$ cat src/rtl/spi_xfer_queue.sv
`default_nettype none
// ============================================================================
// Module   : spi_xfer_queue
// Purpose  : Queues host words into a TX FIFO, launches them one at a time
//            to an SPI master, watches for completion with a timeout, and
//            optionally buffers received words in an RX FIFO.
// Options  : define SPI_XFER_QUEUE_RX_EN to build the RX FIFO.
// Revision : 1.0 - initial release
// ============================================================================
module spi_xfer_queue #(
    parameter int DATA_WIDTH     = 16,
    parameter int DEPTH          = 16,
    parameter int TIMEOUT_CYCLES = 4096
) (
    input  logic                       clk,
    input  logic                       rst_n,
    input  logic                       s_valid,
    output logic                       s_ready,
    input  logic [DATA_WIDTH-1:0]      s_data,
    output logic                       m_start_tx,
    output logic [DATA_WIDTH-1:0]      m_tx_data,
    input  logic                       m_busy,
    input  logic                       m_irq,
    input  logic [DATA_WIDTH-1:0]      m_rx_data,
    output logic                       r_valid,
    input  logic                       r_ready,
    output logic [DATA_WIDTH-1:0]      r_data,
    output logic [$clog2(DEPTH):0]     tx_level,
    output logic                       timeout_err,
    input  logic                       clr_err
);

    localparam int AW = $clog2(DEPTH);
    localparam int LW = AW + 1;
    localparam int CW = $clog2(TIMEOUT_CYCLES + 1);
    localparam logic [LW-1:0] LEVEL_FULL = LW'(DEPTH);
    localparam logic [CW-1:0] CNT_LAST   = CW'(TIMEOUT_CYCLES - 1);

    localparam logic [1:0] ST_IDLE   = 2'd0;
    localparam logic [1:0] ST_LAUNCH = 2'd1;
    localparam logic [1:0] ST_WAIT   = 2'd2;

    logic [1:0]            state;
    logic [1:0]            next_state;
    logic [CW-1:0]         wait_cnt;
    logic                  launch_ok;
    logic                  done_irq;
    logic                  timeout_hit;
    logic                  rx_space;

    // ---------------- TX FIFO ----------------
    logic [DATA_WIDTH-1:0] tx_mem [DEPTH];
    logic [AW-1:0]         tx_wr_ptr;
    logic [AW-1:0]         tx_rd_ptr;
    logic [LW-1:0]         tx_count;
    logic                  tx_push;
    logic                  tx_pop;

    // Ready comes from the registered level only, so a full FIFO never
    // accepts a word even while a launch is popping in the same cycle.
    assign s_ready  = (tx_count < LEVEL_FULL);
    assign tx_push  = s_valid && s_ready;
    assign tx_pop   = m_start_tx;
    assign tx_level = tx_count;

    // TX storage write; contents need no reset, the level tracks validity.
    always_ff @(posedge clk) begin
        if (tx_push) tx_mem[tx_wr_ptr] <= s_data;
    end

    // TX pointers and occupancy.
    always_ff @(posedge clk or negedge rst_n) begin
        if (!rst_n) begin
            tx_wr_ptr <= '0;
            tx_rd_ptr <= '0;
            tx_count  <= '0;
        end else begin
            if (tx_push) tx_wr_ptr <= tx_wr_ptr + AW'(1);
            if (tx_pop)  tx_rd_ptr <= tx_rd_ptr + AW'(1);
            case ({tx_push, tx_pop})
                2'b10:   tx_count <= tx_count + LW'(1);
                2'b01:   tx_count <= tx_count - LW'(1);
                default: tx_count <= tx_count;
            endcase
        end
    end

    // ---------------- RX FIFO (optional) ----------------
`ifdef SPI_XFER_QUEUE_RX_EN
    logic [DATA_WIDTH-1:0] rx_mem [DEPTH];
    logic [AW-1:0]         rx_wr_ptr;
    logic [AW-1:0]         rx_rd_ptr;
    logic [LW-1:0]         rx_count;
    logic                  rx_push;
    logic                  rx_pop;

    assign rx_space = (rx_count != LEVEL_FULL);
    assign rx_push  = done_irq && rx_space;
    assign rx_pop   = r_valid && r_ready;
    assign r_valid  = (rx_count != '0);
    assign r_data   = r_valid ? rx_mem[rx_rd_ptr] : '0;

    // RX storage write of the word returned with the completion pulse.
    always_ff @(posedge clk) begin
        if (rx_push) rx_mem[rx_wr_ptr] <= m_rx_data;
    end

    // RX pointers and occupancy.
    always_ff @(posedge clk or negedge rst_n) begin
        if (!rst_n) begin
            rx_wr_ptr <= '0;
            rx_rd_ptr <= '0;
            rx_count  <= '0;
        end else begin
            if (rx_push) rx_wr_ptr <= rx_wr_ptr + AW'(1);
            if (rx_pop)  rx_rd_ptr <= rx_rd_ptr + AW'(1);
            case ({rx_push, rx_pop})
                2'b10:   rx_count <= rx_count + LW'(1);
                2'b01:   rx_count <= rx_count - LW'(1);
                default: rx_count <= rx_count;
            endcase
        end
    end
`else
    logic unused_rx_inputs;

    assign rx_space         = 1'b1;
    assign r_valid          = 1'b0;
    assign r_data           = '0;
    assign unused_rx_inputs = ^{m_rx_data, r_ready};
`endif

    // ---------------- Transfer FSM ----------------
    assign launch_ok = (tx_count != '0) && !m_busy && !timeout_err && rx_space;

    // State register.
    always_ff @(posedge clk or negedge rst_n) begin
        if (!rst_n) state <= ST_IDLE;
        else        state <= next_state;
    end

    // Next-state logic; one transfer outstanding at a time.
    always_comb begin
        next_state = state;
        case (state)
            ST_IDLE:   if (launch_ok) next_state = ST_LAUNCH;
            ST_LAUNCH: next_state = ST_WAIT;
            ST_WAIT:   if (m_irq || (wait_cnt == CNT_LAST)) next_state = ST_IDLE;
            default:   next_state = ST_IDLE;
        endcase
    end

    // FSM outputs; completion beats timeout when both land together.
    always_comb begin
        m_start_tx  = 1'b0;
        done_irq    = 1'b0;
        timeout_hit = 1'b0;
        case (state)
            ST_LAUNCH: m_start_tx = 1'b1;
            ST_WAIT: begin
                done_irq    = m_irq;
                timeout_hit = !m_irq && (wait_cnt == CNT_LAST);
            end
            default: ;
        endcase
    end

    // Launch word register: loaded on the way into LAUNCH, held until the next one.
    always_ff @(posedge clk or negedge rst_n) begin
        if (!rst_n)                             m_tx_data <= '0;
        else if ((state == ST_IDLE) && launch_ok) m_tx_data <= tx_mem[tx_rd_ptr];
    end

    // Completion wait counter, zero outside WAIT_DONE.
    always_ff @(posedge clk or negedge rst_n) begin
        if (!rst_n)                                          wait_cnt <= '0;
        else if ((state == ST_WAIT) && (next_state == ST_WAIT)) wait_cnt <= wait_cnt + CW'(1);
        else                                                 wait_cnt <= '0;
    end

    // Sticky timeout flag; a new timeout outranks a clear in the same cycle.
    always_ff @(posedge clk or negedge rst_n) begin
        if (!rst_n)           timeout_err <= 1'b0;
        else if (timeout_hit) timeout_err <= 1'b1;
        else if (clr_err)     timeout_err <= 1'b0;
    end

endmodule
`default_nettype wire

$ cat config.mk
export PLATFORM = sky130hd
export DESIGN_NAME = spi_xfer_queue
export DESIGN_NICKNAME = d
export VERILOG_FILES = /design/src/rtl/spi_xfer_queue.sv
export SDC_FILE = /design/constraint.sdc
export NUM_CORES = 1
export LEC_CHECK = 0
export ABC_AREA = 0
export CAP_MARGIN = 10
export CORE_ASPECT_RATIO = 1.5
export CORE_MARGIN = 2
export CORE_UTILIZATION = 59
export DETAILED_ROUTE_END_ITERATION = 16
export PLACE_DENSITY = 0.84
export SYNTH_ARGS = -nofsm -noshare
export SYNTH_HDL_FRONTEND = slang
export SYNTH_SLANG_ARGS = --single-unit
$ cat constraint.sdc
create_clock -name clk -period 3.55 [get_ports clk]
set_input_delay 0.71 -clock clk [delete_from_list [all_inputs] [get_ports clk]]
set_output_delay 0.71 -clock clk [all_outputs]
set_load 0.005 [all_outputs]
==> results.json <==
{
  "p_clk_share_pct": 28.6,
  "ios": 80,
  "syn_to_final_growth_pct": 15.1,
  "final_cell_mix": "edfxtp_1 (256), mux4_2 (64), nand2_1 (45), clkdlybuf4s50_1 (44), dfrtp_1 (42)",
  "detail_route.wl_per_cell_um": 23.6,
  "hp-class": "in2async",
  "design_area_sq_um": 13700,
  "cts_max_level": 1,
  "die_w_um": 120,
  "path_class": "reg2reg",
  "placed_cell_area_sq_um": 12800,
  "nNetsFinal": 764,
  "grt_max_degree": 46,
  "critPathSlowestCell": "or3b_2",
  "outcome": "complete, no violations",
  "die_area_sq_um": 21400,
  "via_per_inst": 6.09,
  "startpoint_type": "register",
  "path_cells": "nor2b_1 -> ha_1 -> inv_1 -> fa_1 -> nor2b_1 -> o21ai_0 -> nand3_1 -> or3b_2 -> xnor2_1",
  "rows": 63,
  "cts_setup_buffers": 0,
  "yosys.area.top_type": "edfxtp_1",
  "cts_resized": 0,
  "clk_pin_slew_ns": 0.07,
  "clock_skew_ns": 0.0258,
  "design.core.area_sq_um": 19800,
  "seq_area_frac_synth_pct": 73.9,
  "fin_setup_tns_ns": 0,
  "power_density_nw_per_um2": 756,
  "total_power_uw": 10400,
  "drc_errors": 0,
  "seq_power_share_pct": 44.9,
  "cts_root_buf": "clkbuf_16",
  "place_ws_ns": 0.397,
  "crit_fanout": 7,
  "port_buffers": 45,
  "overflow": 0,
  "swShare_pct": 28.8,
  "fillers": 1177,
  "setup.worst_path.end_class": "register",
  "crit_top_cell": "nor2b_1",
  "clockBufferDepth": 3,
  "final_critical_path_setup_slack_ns": 0.765,
  "numCtsBuffers": 27,
  "vias": 6060,
  "antenna_found_initial": 0,
  "ys_types": 34,
  "ys_top_cells_by_area": "edfxtp_1 (64%), mux4_2 (12%), dfrtp_1 (9.4%)",
  "rsz0062_at_grt": "false",
  "hold_viol": 0,
  "slew_headroom_pct": 28.5,
  "avgSynthCellArea_sq_um": 18.8,
  "drt_first_iter_violations": 535,
  "dr.pass1.iters": 5,
  "cap_violations": 0,
  "setup_viol": 0,
  "leakagePower_uw": 0.00472,
  "holdBufCountCts": 0,
  "power.switching_uw": 2990,
  "ys_ff_latch": 301,
  "wl_um": 23400,
  "drv_slew": 0,
  "grt_use_total_pct": 22.7,
  "ys_warn_count": 0,
  "grt_pass1_vias": 6201,
  "power_frac_comb_pct": 26.6,
  "slowest_delay_ns": 0.46,
  "irDropWorstVdd_mv": 0.570,
  "die_y_um": 178,
  "gp_congestion": 0.785,
  "dpl.hpwl_um": 14400,
  "min_period_over_period_pct": 78.5,
  "layout_commonest_cell": "edfxtp_1",
  "cts.sinks": 301,
  "synth_area_sq_um": 11900,
  "drtAntennaViolNets": 0,
  "initial_core_util_pct": 60.2,
  "setup.worst_path.start": "state[1]",
  "grt_pass1_wl_um": 36200,
  "drive_gt1_share_pct": 23.5,
  "required_ns": 3.98,
  "syn_inst": 634,
  "timing.rr.start": "state[1]",
  "fin_crit_ns": 2.79,
  "antenna_cells": 0,
  "yosysTopAreaCellShare_pct": 64.5,
  "clk_latency_ns": 0.55,
  "worst_pin_slew_ns": 1.07,
  "max_freq_mhz": 359,
  "cts_tree": "built",
  "cp.arrival_ns": 3.21,
  "power.internal_uw": 7390
}
## worst paths after layout
path,end,slack [ns],cells after the start
worst min-delay path,m_tx_data[4],0.36,1
min in group clk,m_tx_data[6],0.49,2
worst min register to register,m_tx_data[6],0.49,2
worst max register to register,tx_level[4],0.76,9
max in group asynchronous,tx_rd_ptr[0],2.42,1
worst max-delay path,tx_level[4],0.76,9
## per-layer routing
layer | vias up | GRT usage, % | part of all wire, % | routed length [um]
met3 | 56 | 2.75 | 6.6 | 1550
met5 | - | 0 | 0 | 0
met1 | 3109 | 29.6 | 37 | 8650
met2 | 298 | 39.8 | 53 | 12500
li1 | 2597 | - | - | -
met4 | 0 | 8.04 | 3.1 | 736
## through the flow
stage | cells | hold WS (ns) | utilization (%)
after floorplan | 650 | 0.414 | -
after global placement | 945 | 0.456 | 64.8
after detailed placement | 945 | 0.465 | 64.8
after CTS | 995 | 0.380 | 69.4
after global routing | 995 | 0.448 | 69.4
final | 995 | 0.357 | 69.4
## synthesized netlist by cell type
| cell | instances |
|---|---|
| dfrtp_1 | 45 |
| o21ai_2 | 1 |
| a21oi_1 | 7 |
| edfxtp_1 | 256 |
| nand2_1 | 45 |
| xnor2_1 | 12 |
| nor2b_1 | 3 |
| buf_1 | 4 |
| nor2_1 | 27 |
| mux4_2 | 64 |
| o21ai_1 | 4 |
| xor2_1 | 8 |
| nand3_1 | 6 |
| and3_1 | 1 |
| a21o_1 | 1 |
| nor4_1 | 2 |
| or3b_2 | 1 |
| mux2_2 | 17 |
| or4_1 | 1 |
| clkbuf_1 | 18 |
| fa_1 | 1 |
| buf_4 | 20 |
| nand4_1 | 5 |
| o311a_1 | 1 |
| mux2i_1 | 16 |
| buf_6 | 2 |
| inv_1 | 12 |
| o21ai_0 | 29 |
| ha_1 | 10 |
| conb_1 | 1 |
| buf_2 | 4 |
| nand2b_1 | 4 |
| nor3_1 | 5 |
| nor3b_1 | 1 |
## power groups by stage
stage | sequential [uW] | clock, uW | combinational, uW
6_report | 4660 | 2960 | 2760
5_1_grt | 4700 | 3130 | 2990
4_1_cts | 4660 | 3000 | 2780
3_3_place_gp | 4670 | 0 | 2620
2_1_floorplan | 4440 | 0 | 2060
3_5_place_dp | 4710 | 0 | 2730
## flip-flops by register name, summed over array words and instances (netlist names)
| signal | count |
|---|---|
| tx_mem | 256 |
| m_tx_data | 16 |
| wait_cnt | 13 |
| tx_level | 5 |
| tx_rd_ptr | 4 |
| tx_wr_ptr | 4 |
| state | 2 |
| timeout_err | 1 |
## critical path: cells and delay by family, from the launching register on
family                   cells  cell delay, ns
buffers and inverters        1            0.10
XOR/XNOR                     1            0.14
flip-flops                   1            0.39
adder cells (fa/ha/maj)      2            0.72
AND/OR/NAND/NOR              4            1.18
AO/OA/AOI/OAI                1            0.13
## final cells by class
type | instances | area (sq um) | area share (%)
sequential | 301 | 8820 | 64.3
clock buffer | 30 | 687 | 5.00
clock inverter | 20 | 226 | 1.65
inverter | 12 | 45.0 | 0.328
tap | 260 | 325 | 2.37
timing repair buffer | 83 | 756 | 5.51
multi-input combinational | 289 | 2870 | 20.9
## cells by family after synthesis
family	after synthesis	share of synthesized area, %
AOI/OAI and AO/OA	43	1.90
xor gates and xnor gates	20	1.47
adders and majority gates	11	1.22
buffers and inverters	60	2.69
DFF	301	73.9
muxes	97	15.0
other	1	0.0315
and+or+nand+nor	101	3.72
(Power assumes the default switching activity.)
